`config.mk`:
```
export PLATFORM = sky130hd
export DESIGN_NAME = alu_sequencer
export DESIGN_NICKNAME = d
export VERILOG_FILES = /design/src/rtl/alu_sequencer.sv
export SDC_FILE = /design/constraint.sdc
export NUM_CORES = 1
export LEC_CHECK = 0
export ABC_AREA = 1
export ABC_CLOCK_PERIOD_IN_PS = 2850
export BUFFER_PORTS_ARGS = -buffer_cell sky130_fd_sc_hd__buf_2
export CAP_MARGIN = 20
export CORE_MARGIN = 2
export CORE_UTILIZATION = 45
export CTS_CLUSTER_SIZE = 10
export DETAILED_ROUTE_END_ITERATION = 10
export PLACE_DENSITY = 0.68
export SYNTH_ARGS = -nofsm -noshare
export SYNTH_HDL_FRONTEND = slang
export SYNTH_SLANG_ARGS = --single-unit
```
`constraint.sdc`:
```
create_clock -name clock_in -period 2.85 [get_ports clock_in]
set_input_delay 0.57 -clock clock_in [delete_from_list [all_inputs] [get_ports clock_in]]
set_output_delay 0.57 -clock clock_in [all_outputs]
set_load 0.02 [all_outputs]
```
`src/rtl/alu_sequencer.sv`:
```
// Instruction sequencer for an external combinational ALU: buffers 24-bit instructions in a FIFO,
// issues one per cycle with operand forwarding, and retires results into a 16 x 8-bit register file.
module alu_sequencer #(
  parameter int FIFO_DEPTH = 4
) (
  input  logic        clock_in,
  input  logic        reset_in,
  input  logic        instr_valid_in,
  output logic        instr_ready_out,
  input  logic [23:0] instr_in,
  input  logic        stall_in,
  output logic        alu_enable_out,
  output logic [7:0]  alu_opcode_out,
  output logic [7:0]  alu_input1_out,
  output logic [7:0]  alu_input2_out,
  input  logic [7:0]  alu_result_in,
  input  logic [4:0]  alu_flags_in,
  output logic [4:0]  flags_out,
  output logic        retire_valid_out,
  output logic [3:0]  retire_rd_out,
  output logic        illegal_out,
  output logic        busy_out,
  input  logic [3:0]  dbg_addr_in,
  output logic [7:0]  dbg_data_out
);

  localparam int PW = $clog2(FIFO_DEPTH);
  localparam logic [PW:0] FULL_COUNT = (PW + 1)'(FIFO_DEPTH);

  localparam logic [7:0] OP_ADD  = 8'h00;
  localparam logic [7:0] OP_SUB  = 8'h01;
  localparam logic [7:0] OP_EQ   = 8'h03;
  localparam logic [7:0] OP_GT   = 8'h04;
  localparam logic [7:0] OP_ADDI = 8'h09;
  localparam logic [7:0] OP_SUBI = 8'h0A;

  // Flag vector order is {overflow, carry, zero, sign, parity}.
  localparam int FLAG_ZERO = 2;
  localparam int FLAG_SIGN = 1;

  typedef enum logic {
    IDLE = 1'b0,
    EXEC = 1'b1
  } state_t;

  state_t state;
  state_t next_state;

  function automatic logic op_is_legal(input logic [7:0] op);
    case (op)
      OP_ADD, OP_SUB, OP_EQ, OP_GT, OP_ADDI, OP_SUBI: return 1'b1;
      default: return 1'b0;
    endcase
  endfunction

  function automatic logic op_is_compare(input logic [7:0] op);
    return (op == OP_EQ) || (op == OP_GT);
  endfunction

  function automatic logic op_uses_imm(input logic [7:0] op);
    return (op == OP_ADDI) || (op == OP_SUBI);
  endfunction

  // ---------------------------------------------------------------------------
  // Instruction FIFO
  // Handshake: instr_in is taken on every rising edge where instr_valid_in and
  // instr_ready_out are both high. instr_ready_out depends only on reset and FIFO
  // occupancy, never on instr_valid_in or on a pop in the same cycle.
  // ---------------------------------------------------------------------------
  logic [23:0]   fifo_mem [FIFO_DEPTH];
  logic [PW-1:0] wr_ptr;
  logic [PW-1:0] rd_ptr;
  logic [PW:0]   count;
  logic          fifo_empty;
  logic          fifo_full;
  logic          push;
  logic          pop;

  assign fifo_empty      = (count == '0);
  assign fifo_full       = (count == FULL_COUNT);
  assign instr_ready_out = reset_in && !fifo_full;
  assign push            = instr_valid_in && instr_ready_out;
  assign pop             = !stall_in && !fifo_empty;

  always_ff @(posedge clock_in) begin
    if (push) begin
      fifo_mem[wr_ptr] <= instr_in;
    end
  end

  always_ff @(posedge clock_in or negedge reset_in) begin
    if (!reset_in) begin
      wr_ptr <= '0;
      rd_ptr <= '0;
      count  <= '0;
    end else begin
      if (push) begin
        wr_ptr <= wr_ptr + 1'b1;
      end
      if (pop) begin
        rd_ptr <= rd_ptr + 1'b1;
      end
      case ({push, pop})
        2'b10:   count <= count + 1'b1;
        2'b01:   count <= count - 1'b1;
        default: count <= count;
      endcase
    end
  end

  // ---------------------------------------------------------------------------
  // Issue/execute FSM
  // ---------------------------------------------------------------------------
  always_ff @(posedge clock_in or negedge reset_in) begin
    if (!reset_in) begin
      state <= IDLE;
    end else begin
      state <= next_state;
    end
  end

  always_comb begin
    next_state = state;
    case (state)
      IDLE: begin
        if (pop) begin
          next_state = EXEC;
        end
      end
      EXEC: begin
        if (!stall_in) begin
          next_state = pop ? EXEC : IDLE;
        end
      end
      default: next_state = IDLE;
    endcase
  end

  assign alu_enable_out = (state == EXEC);
  assign busy_out       = !fifo_empty || (state == EXEC);

  // ---------------------------------------------------------------------------
  // Operand fetch with forwarding from the writeback happening at the same edge
  // ---------------------------------------------------------------------------
  logic [7:0]  regs [16];
  logic [3:0]  wb_rd;
  logic        wb_fire;
  logic        wb_legal;
  logic [23:0] head;
  logic [7:0]  head_op;
  logic [3:0]  head_rd;
  logic [3:0]  head_rs1;
  logic [3:0]  head_rs2;
  logic [7:0]  head_imm;
  logic [7:0]  src1;
  logic [7:0]  src2;

  assign head     = fifo_mem[rd_ptr];
  assign head_op  = head[23:16];
  assign head_rd  = head[15:12];
  assign head_rs1 = head[11:8];
  assign head_imm = head[7:0];
  assign head_rs2 = head[3:0];

  assign wb_fire  = (state == EXEC) && !stall_in;
  // Illegal instructions never write, so they must not be forwarded either.
  assign wb_legal = wb_fire && op_is_legal(alu_opcode_out);

  always_comb begin
    src1 = regs[head_rs1];
    src2 = regs[head_rs2];
    if (wb_legal && (wb_rd == head_rs1)) begin
      src1 = alu_result_in;
    end
    if (wb_legal && (wb_rd == head_rs2)) begin
      src2 = alu_result_in;
    end
    if (op_uses_imm(head_op)) begin
      src2 = head_imm;
    end
  end

  always_ff @(posedge clock_in or negedge reset_in) begin
    if (!reset_in) begin
      alu_opcode_out <= '0;
      alu_input1_out <= '0;
      alu_input2_out <= '0;
      wb_rd          <= '0;
    end else if (pop) begin
      alu_opcode_out <= head_op;
      alu_input1_out <= src1;
      alu_input2_out <= src2;
      wb_rd          <= head_rd;
    end else if (wb_fire) begin
      alu_opcode_out <= '0;
      alu_input1_out <= '0;
      alu_input2_out <= '0;
      wb_rd          <= '0;
    end
  end

  // ---------------------------------------------------------------------------
  // Writeback, flags and retire
  // ---------------------------------------------------------------------------
  logic [4:0] flags_next;

  always_comb begin
    flags_next = alu_flags_in;
    if (op_is_compare(alu_opcode_out)) begin
      flags_next            = flags_out;
      flags_next[FLAG_ZERO] = alu_flags_in[FLAG_ZERO];
      flags_next[FLAG_SIGN] = alu_flags_in[FLAG_SIGN];
    end
  end

  always_ff @(posedge clock_in or negedge reset_in) begin
    if (!reset_in) begin
      for (int i = 0; i < 16; i++) begin
        regs[i] <= '0;
      end
      flags_out        <= '0;
      illegal_out      <= 1'b0;
      retire_valid_out <= 1'b0;
      retire_rd_out    <= '0;
    end else begin
      retire_valid_out <= wb_fire;
      if (wb_fire) begin
        retire_rd_out <= wb_rd;
        if (wb_legal) begin
          regs[wb_rd] <= alu_result_in;
          flags_out   <= flags_next;
        end else begin
          illegal_out <= 1'b1;
        end
      end
    end
  end

  assign dbg_data_out = regs[dbg_addr_in];

endmodule

```
==> After elaboration in Yosys (flattened, before gate mapping) <==
Memories as Yosys holds them, arrays and structs flattened.
Index checks and enable logic that the tools add are counted.
{ "classes": {"n_eq_ne": 12, "bitwise": 7, "reduce_logical": 22, "n_lt_le_gt_ge": 5, "addsub": 4, "mux": 28} }
{ "op_table": {"columns": ["op", "count"], "rows": [
  ["$bwmux W128", 1],
  ["$mux W8", 14],
  ["$bmux W8 S4", 3],
  ["$demux W8 S4", 1],
  ["$eq A8 B4 Y1 const B", 4],
  ["$ge A5 B5 Y1 const B", 4],
  ["$not A4 Y5", 4],
  ["$eq A4 B4 Y1", 2],
  ["$eq A8 B1 Y1 const B", 1],
  ["$eq A8 B2 Y1 const B", 1],
  ["$eq A8 B3 Y1 const B", 1],
  ["$logic_and A1 B1 Y1", 8],
  ["$logic_not A8 Y1", 1],
  ["$mux W4", 2],
  ["$pmux W3 S2", 1],
  ["$reduce_or A6 Y1", 1],
  ["$lt A5 B1 Y1 const B", 1],
  ["$mux W1", 5],
  ["$add A2 B1 Y2 const B", 2],
  ["$reduce_and A2 Y1", 2],
  ["$reduce_bool A2 Y1", 2],
  ["$add A3 B1 Y3 const B", 1],
  ["$eq A3 B3 Y1 const B", 1],
  ["$logic_not A1 Y1", 3],
  ["8 further kinds", 12]
]} }
{ "word_totals": {"in_bits": 45, "ram_bits": 96, "register_bits": 175, "word_cells": 108, "n_memories": 1} }
{ "memory_table": {"columns": ["memory", "depth", "word_bits", "rd", "rd_clocked_by_memory_dff", "wr", "line_no", "text"], "rows": [
  ["fifo_mem", 4, 24, 1, 0, 1, "70", "logic [23:0] fifo_mem [FIFO_DEPTH];"]
]} }

==> Logic depth before layout (Yosys ltp) <==
{ "logic_depth": {"word_depth": 8, "ltp_mapped": 15, "mapped_depth_nobuf": 14} }

==> Worst setup path after synthesis <==
No wires, ideal clock.
{ "synth_timing": {"kind": "input to register", "startpoint": "input port reset_in", "endpoint": "memory fifo_mem[0][0], enable pin", "path_slack_ps": 58, "t_arrival_ps": 2388, "setup_time_ps": 405, "required_time_ps": 2445, "n_path_buf": 0, "cell_stages": 4, "path_cell_list": "inv_1 > a31oi_1 > nand2_1 > nor2_1"} }
{ "synth_between": {"elab_chain_len": 4} }
{ "synth_lines": {"columns": ["element", "line_no", "text"], "rows": [
  ["start: declaration", "7", "input logic reset_in,"],
  ["$logic_and A1 B1 Y1", "81", "assign instr_ready_out = reset_in && !fifo_full;"],
  ["named net instr_ready_out", "9", "output logic instr_ready_out,"],
  ["$logic_and A1 B1 Y1", "82", "assign push = instr_valid_in && instr_ready_out;"],
  ["$mux W1", "86", "if (push) begin"],
  ["$mux W1 (implied by the code)", "87", "fifo_mem[wr_ptr] <= instr_in;"],
  ["end: declaration", "70", null]
]} }
The timed path passes the listed nets, and every way through them passes these cells.

==> Final worst setup path <==
{ "layout_timing": {"startpoint": "input port dbg_addr_in[0]", "endpoint": "output port dbg_data_out[6]"} }
{ "layout_between": {"elab_chain_len": 4} }
{ "layout_lines": {"columns": ["element", "line_no", "text"], "rows": [
  ["start: declaration", "23", "input logic [3:0] dbg_addr_in,"],
  ["$not A4 Y5 (implied by the code)", "239", "assign dbg_data_out = regs[dbg_addr_in];"],
  ["$bmux W8 S4", "239", null],
  ["$mux W8 (implied by the code) (2 in series)", "239", null],
  ["end: declaration", "24", "output logic [7:0] dbg_data_out"]
]} }
No other way between the ends. The select of a mux whose other input is x is not followed.

==> results.yml <==
run_status:
  outcome: "finished clean"
final_layout:
  layout.nets: 1867
  areaGrowthSynthToFinish_pct: 13.0
  drive_gt1_share_pct: 12.5
global_routing:
  antenna_found_initial: 2
  grt_use_total_pct: 28.5
  grt_pass1_vias: 12266
  overflow: 0
  grt_first_pass_wirelength_microns: 73100
  grt_max_degree: 97
clocking:
  cts_resized: 0
  cts_tree: "yes"
  path_clk_slew_ns: 0.05
  clockBufferDepth: 3
  clockRootBuffer: "clkbuf_16"
  clock_sinks: 271
  clk-insertion-delay-late_ns: 0.54
  postCtsSetupBuffers: 0
  htree_levels: 2
  cts_buffers: 34
  holdBufCountCts: 0
critical_path:
  crit_type: "in2out"
  crit_chain: "buf_4 -> buf_12 -> mux2i_1 -> o21ai_0 -> o221ai_1 -> nand2_1 -> buf_2"
  cp_max_fo: 52
  path_delay_family: "buffers and inverters"
  critPathCaptureType: "primary output"
  crit_arrival_ns: 2.11
  cp_slowest_cell: "buf_4"
  worstPathRequired_ns: 2.28
  slowest_delay_ns: 0.46
  startpoint_type: "input port"
  worst-path-buf-inv: 3
timing:
  hold_viol: 0
  setup_violations: 0
  min_period_ns: 2.68
  grt_setup_unrepaired: "no"
  fmax_mhz: 373
  post-route-period-util_pct: 94.2
  worst_pin_slew_ns: 0.871
  slew_headroom_pct: 41.9
  whs_ns: 0.231
  skew_ns: 0.0228
  tns_ns: 0
  slew_viol_final: 0
run:
  max_cap_viol_count: 0
logic_synthesis:
  yosys-top-cells-count: "nand2_1 (499), nand3_1 (316), o21ai_0 (187)"
  synth_top_area_share_pct: 30.1
  syn_area_per_cell_sq_um: 8.28
  synth-edff-count: 96
  synth_flop_cell: "dfrtp_1"
  synth_cells: 1755
  yosys.area.top_type: "dfrtp_1"
  syn_nets: 1806
  synth_area_sq_um: 14500
  seq_area_frac_synth_pct: 50.0
  yosysWarnings: 0
  synth_area_leaders: "dfrtp_1 (30%), edfxtp_1 (20%), nand2_1 (13%)"
  ys_seq_elements: 271
  synth_most_common_cell: "nand2_1"
  netlist-cell-type-count: 40
  async_reset_ff_share_pct: 64.6
floorplan:
  fp.dieW_microns: 184
  io_pins: 91
  die_h_microns: 184
  initial_core_util_pct: 45.9
  die_area_sq_um: 33700
  rows: 65
  core_sq_um: 31600
power_and_ir_drop:
  power_density_nw_per_um2: 1150
  ir_worst_vdd_mv: 0.863
  power_uw: 18900
  leakage_uw: 0.00695
place:
  hpwl_microns: 32100
  io_buffers: 90
  gp_congestion: 0.919
detailed_routing:
  avgViaCountPerCell: 5.90
  drtIter0Drc: 1569
  dr.pass1.iters: 5
  wl_microns: 47400
  ant_nets: 0
  post_drt_wl_per_cell_microns: 21.1
  vias: 13206
  drc: 0
worst_hold_path:
  hold_path.class: "in2reg"
layer usage:
| layer | up-vias | part of all wire (%) | GRT usage [%] |
|---|---|---|---|
| li1 | 6133 | - | - |
| met1 | 6300 | 42 | 39.5 |
| met2 | 667 | 45 | 44.0 |
| met3 | 104 | 9.3 | 5.31 |
| met4 | 2 | 3.9 | 11.6 |
| met5 | - | 0.027 | 0 |
registers in the layout (all words and copies together) (netlist names), named ones only:
signal            count
illegal_out           1
rd_ptr                2
retire_valid_out      1
alu_input2_out        8
wb_rd                 4
wr_ptr                2
flags_out             5
retire_rd_out         4
alu_input1_out        8
fifo_mem             96
count                 3
regs                128
alu_opcode_out        8
where the power goes:
| group | internal [uW] | switching (uW) |
|---|---|---|
| Combinational | 2660 | 6100 |
| Clock | 2480 | 1690 |
| Sequential | 4980 | 957 |
| Total | 10100 | 8740 |
cell type report:
cell class,count,area [sq um]
fillers,2897,15200
flip-flops and latches,271,7260
multi-input cells,1270,6290
clock buffers,53,983
repair buffers,145,922
well taps,402,503
inverters,94,353
clock inverters,4,88.8
diodes,1,2.50
final timing paths:
check / start / end / slack [ns] / cells past startpoint
hold / removal: alu_flags_in[1] / flags_out[1]$_DFFE_PN0P_ / 0.23 / 3
setup / recovery: dbg_addr_in[0] / dbg_data_out[6] / 0.17 / 7
max in group asynchronous: reset_in / regs[118]$_DFFE_PN0P_ / 1.95 / 2
min in group asynchronous: reset_in / regs[31]$_DFFE_PN0P_ / 0.26 / 2
setup reg to reg: rd_ptr[0]$_DFFE_PN0P_ / alu_input2_out[0]$_DFFE_PN0P_ / 0.22 / 12
hold reg to reg: illegal_out$_DFFE_PN0P_ / illegal_out$_DFFE_PN0P_ / 0.47 / 1
layout by cell type (no fill, tap or decap), drive strengths merged, types with 7 or more instances in the layout:
master / synthesis / final
nor2: 55 / 55
nand4: 15 / 15
nand2: 508 / 508
xor2: 7 / 7
clkbuf: 36 / 53
a21oi: 51 / 51
nand3: 320 / 320
buf: 84 / 145
o22ai: 9 / 9
o211ai: 46 / 46
inv: 93 / 95
edfxtp: 96 / 96
o221ai: 9 / 9
mux2i: 24 / 24
o21ai: 202 / 202
dfrtp: 175 / 175
worst register-to-register path, stage by stage (launching register included):
cell and delay (ns):
dfrtp_1 0.39, buf_4 0.34, nand2_1 0.12, nand3_2 0.12, buf_4 0.59, nand3_1 0.18, nand3_1 0.13, nand3_1 0.14
nand3_1 0.25, nand3_1 0.10, nand2_1 0.08, nand2_1 0.07, nand2_1 0.07
through the flow:
stage / cell area, sq um / utilization [%] / setup slack, ns / cells
final: 16400 / 51.9 / 0.165 / 2240
after global routing: 16400 / 51.9 / 0.0534 / 2239
after CTS: 16400 / 51.9 / 0.190 / 2239
after detailed placement: 15300 / 48.5 / 0.193 / 2182
after global placement: 15300 / 48.5 / 0.214 / 2182
after floorplan: 14500 / - / 0.0575 / 1755
cell families after synthesis:
logic type | count (synthesis) | share of synthesized area [%]
AOI/OAI and AO/OA | 327 | 12.7
xor gates and xnor gates | 8 | 0.534
adders and majority gates | 6 | 0.568
buffers and inverters | 214 | 6.83
DFF | 271 | 50.0
muxes | 27 | 1.89
and+or+nand+nor | 902 | 27.5
Note: power is estimated with default switching activity, not from simulation.
